$ cat src/rtl/alu_share_arbiter.sv
// alu_share_arbiter
// Lets two requesters share one combinational 16-bit ALU. Requests use a
// valid/ready handshake and are arbitrated round-robin. The operands of the
// winning request are registered onto the ALU inputs, the ALU result is
// captured one cycle later, and the response is held until it is acknowledged.
module alu_share_arbiter #(
    parameter int DATA_W = 16,
    parameter int OP_W   = 3
) (
    input  logic              clk,
    input  logic              rst_n,
    input  logic              req0_valid,
    input  logic [OP_W-1:0]   req0_op,
    input  logic [DATA_W-1:0] req0_x,
    input  logic [DATA_W-1:0] req0_y,
    output logic              req0_ready,
    input  logic              req1_valid,
    input  logic [OP_W-1:0]   req1_op,
    input  logic [DATA_W-1:0] req1_x,
    input  logic [DATA_W-1:0] req1_y,
    output logic              req1_ready,
    output logic [OP_W-1:0]   alu_operation,
    output logic [DATA_W-1:0] alu_dataX,
    output logic [DATA_W-1:0] alu_dataY,
    input  logic [DATA_W-1:0] alu_result,
    output logic              rsp_valid,
    output logic              rsp_id,
    output logic [DATA_W-1:0] rsp_data,
    output logic              rsp_zero,
    input  logic              rsp_ack,
    output logic              busy
);

    typedef enum logic [1:0] {
        IDLE = 2'd0,
        EXEC = 2'd1,
        RESP = 2'd2
    } state_t;

    state_t state;
    state_t state_nxt;
    logic   last_grant;
    logic   xfer;
    logic   xfer_id;

    // Grant decode and next-state: grants only in IDLE, ties go to the
    // requester that was not served last; a grant implies a transfer since
    // ready is only raised for a requester whose valid is high.
    always_comb begin
        req0_ready = 1'b0;
        req1_ready = 1'b0;
        state_nxt  = state;
        case (state)
            IDLE: begin
                if (rst_n) begin
                    if (req0_valid && req1_valid) begin
                        req0_ready = last_grant;
                        req1_ready = ~last_grant;
                    end else begin
                        req0_ready = req0_valid;
                        req1_ready = req1_valid;
                    end
                end
                if (req0_ready || req1_ready) begin
                    state_nxt = EXEC;
                end
            end
            EXEC: begin
                state_nxt = RESP;
            end
            RESP: begin
                if (rsp_ack) begin
                    state_nxt = IDLE;
                end
            end
            default: begin
                state_nxt = IDLE;
            end
        endcase
    end

    assign xfer    = req0_ready | req1_ready;
    assign xfer_id = req1_ready;

    // State register plus operand launch, result capture and response hold.
    always_ff @(posedge clk) begin
        if (!rst_n) begin
            state         <= IDLE;
            last_grant    <= 1'b1;
            alu_operation <= '0;
            alu_dataX     <= '0;
            alu_dataY     <= '0;
            rsp_valid     <= 1'b0;
            rsp_id        <= 1'b0;
            rsp_data      <= '0;
            rsp_zero      <= 1'b0;
            busy          <= 1'b0;
        end else begin
            state <= state_nxt;
            busy  <= (state_nxt != IDLE);
            if (state == IDLE && xfer) begin
                alu_operation <= xfer_id ? req1_op : req0_op;
                alu_dataX     <= xfer_id ? req1_x  : req0_x;
                alu_dataY     <= xfer_id ? req1_y  : req0_y;
                rsp_id        <= xfer_id;
                last_grant    <= xfer_id;
            end
            if (state == EXEC) begin
                rsp_data  <= alu_result;
                rsp_zero  <= (alu_result == '0);
                rsp_valid <= 1'b1;
            end
            if (state == RESP && rsp_ack) begin
                rsp_valid <= 1'b0;
            end
        end
    end

endmodule

$ cat config.mk
export PLATFORM = sky130hd
export DESIGN_NAME = alu_share_arbiter
export DESIGN_NICKNAME = d
export VERILOG_FILES = /design/src/rtl/alu_share_arbiter.sv
export SDC_FILE = /design/constraint.sdc
export NUM_CORES = 1
export LEC_CHECK = 0
export CORE_MARGIN = 3
export CORE_UTILIZATION = 42
export CTS_CLUSTER_SIZE = 14
export DETAILED_ROUTE_END_ITERATION = 8
export PLACE_DENSITY = 0.85
export SLEW_MARGIN = 30
export SYNTH_ARGS = -nofsm -noshare
export SYNTH_HDL_FRONTEND = slang
export SYNTH_SLANG_ARGS = --single-unit
$ cat constraint.sdc
create_clock -name clk -period 2.2 [get_ports clk]
set_clock_uncertainty 0.05 [all_clocks]
set_input_delay 0.22 -clock clk [delete_from_list [all_inputs] [get_ports clk]]
set_output_delay 0.22 -clock clk [all_outputs]
set_load 0.005 [all_outputs]
==> results.toml <==
[outcome]
status = "finished clean"

[sta]
post-route-min-period_ns = 2.08
final-hold-violation-count = 0
period_share = 0.943
rsz0062_at_grt = "no"
drv_slew = 0
slew_headroom = 0.688
hold_ws_ns = 0.403
setup_violations = 0
fin_tns_setup_ns = 0
fmax_mhz = 482
setup_slack_ns = 0.124
worst_pin_slew_ns = 0.468

[global_routing]
antenna_found_initial = 0
gr-usage-all-layers = 0.241
grt_pass1_wl_um = 14300
grt-ovfl-total = 0
grt_pass1_vias = 2829
grt_start_max_net_pins = 38

[clock_network]
tritoncts = "yes"
clock_latency_ns = 0.32
cts_buffers = 9
cts.sinks = 58
cts_resized = 0
clk_pin_slew_ns = 0.07
cts_buffer_depth = 2
cts_setup_buffers = 0
hold_buffers = 0
cts_root_buf = "clkbuf_8"
h-tree-depth = 3

[routing]
drt-total-wl_um = 9070
wl_per_cell_um = 17.1
vias_per_cell = 5.58
drt_first_pass_iters = 4
num_vias = 2959
drt_iter0_drc = 232
ant_nets = 0
drc = 0

[pwr]
power-per-cell-area_nw_per_um2 = 696
leakagePower_nw = 1.48
irDropWorstVdd_mv = 0.525

[final_layout]
layout-drive-gt1-share = 0.0813
syn2layout_area_growth_pct = 63.2
fin_util = 0.722
fin_nets = 541
n_antenna_cell = 0

[setup_path]
path_max_fanout = 6
cp-start-kind = "flop"
path_cells = "or3b_4, nor2_2, clkdlybuf4s50_1"
crit_required_ns = 1.93
crit_path_top_delay_cell = "clkdlybuf4s50_1"
cp_num_buf_inv = 1
cp_data_arrival_time_ns = 1.81
endpoint_kind = "output port"
crit_family = "simple AND/OR/NAND/NOR gates"
critical_path_class = "reg -> out"
critPathMaxStageDelay_ns = 0.52

[die]
die_height_um = 85.7
ios = 148
die_w_um = 85.7
placementRows = 28
initial_utilization = 0.442
dieArea_um2 = 7340
core_um2 = 6030

[yosys]
ys_ff_latch = 58
syn-cell-area_um2 = 2670
synth.distinct_cells = 30
netlist_instances = 311
synth_edf_count = 0
yosys_warnings = 0
synthesis.nets = 402
synth_ff_type = "dfxtp_1"
synth.avg_cell_area_um2 = 8.57
synth.most_common_cell = "dfxtp_1"
synth_top_cell_by_area = "dfxtp_1"
yosysTopAreaCellShare = 0.435
synth_common_cells = "58 x dfxtp_1, 52 x a21oi_1, 37 x nand3_1, 37 x o21ai_1, 35 x a311oi_1"
async_flop_share = 0
synthTopCellsByArea = "dfxtp_1 44%, a311oi_1 11%, a21oi_1 9.8%"
yosysSeqAreaShare = 0.435

[worst_hold_path]
min_path_type = "reg -> reg"

[placed_design]
place_ws_ns = 0.107
dpl.hpwl_um = 6320
place_congestion = 0.755
io_buffer_count = 147

[job]
timing.max_cap.violations = 0
==> worst register-to-register path, delay by kind of cell (launching register included) <==
family                 cells  cell delay, ns
AO/OA/AOI/OAI              1            0.20
buffers and inverters      2            0.54
flip-flops                 1            0.38
AND/OR/NAND/NOR            2            0.33
==> path summary, 6_finish.rpt <==
kind / to / slack [ns] / start / depth (start not counted)
setup / recovery: req1_ready / 0.12 / state[1] / 3
hold / removal: rsp_data[11] / 0.40 / rsp_data[11] / 2
setup reg to reg: alu_operation[2] / 0.54 / state[1] / 5
hold reg to reg: rsp_data[11] / 0.40 / rsp_data[11] / 2
==> final cells by class <==
cell class,count,area [µm²]
clock inverter,5,77.6
inverter,3,13.8
timing repair buffer,162,1630
fill,457,1670
clock buffer,11,141
multi-input combinational,216,1230
sequential,58,1160
tap,75,93.8
==> cells by family (layout without fill, tap and decap cells) <==
| family | count (synthesis) | after routing | synth area share |
|---|---|---|---|
| buffers and inverters | 37 | 181 | 0.107 |
| DFF | 58 | 58 | 0.435 |
| and+or+nand+nor | 87 | 87 | 0.160 |
| AOI/OAI and AO/OA | 129 | 129 | 0.298 |
==> cell usage in the layout, fill, tap and decap left out, drive strengths merged <==
cell type      netlist  final
nand2b               1      1
nor2                 5      5
a211o                1      1
a21oi               52     52
a21boi               1      1
clkdlybuf4s50        0    147
buf                 27     15
a21bo                1      1
or2                  2      2
inv                  3      3
nand3               37     37
a31o                 1      1
nand3b               1      1
clkinvlp             0      1
clkinv               0      2
or3b                 2      2
nand4                1      1
nor2b                1      1
nor3b                1      1
o21ai               38     38
clkbuf               7     11
a311oi              35     35
nand2               33     33
nor4                 3      3
bufinv               0      2
dfxtp               58     58
==> state kept, by name (all words and copies together), names as in the netlist <==
| register | count |
|---|---|
| rsp_id | 1 |
| rsp_data | 16 |
| rsp_zero | 1 |
| alu_dataX | 16 |
| busy | 1 |
| alu_dataY | 16 |
| last_grant | 1 |
| alu_operation | 3 |
| state | 2 |
| rsp_valid | 1 |
==> stage by stage <==
step / power [mW] / cells / instance area (µm²)
2_1_floorplan: 1.57 / 311 / 2670
3_3_place_gp: 1.95 / 514 / 4130
3_5_place_dp: 1.97 / 514 / 4130
4_1_cts: 3.06 / 530 / 4350
5_1_grt: 3.18 / 530 / 4350
6_report: 3.03 / 530 / 4350
==> where the power goes <==
group / internal (mW) / switching, mW / leakage, nW
clock network: 0.665 / 0.412 / 0.109
logic: 0.430 / 0.323 / 0.898
registers: 1.14 / 0.0530 / 0.477
total: 2.24 / 0.789 / 1.48
==> metal layers <==
metal	vias up	track usage	part of all wire
met5	-	0	0
met4	0	0.0950	0.018
met3	12	0.0317	0.044
met2	98	0.409	0.53
met1	1413	0.310	0.41
li1	1436	-	-
Power figures use the tool's default switching activity.
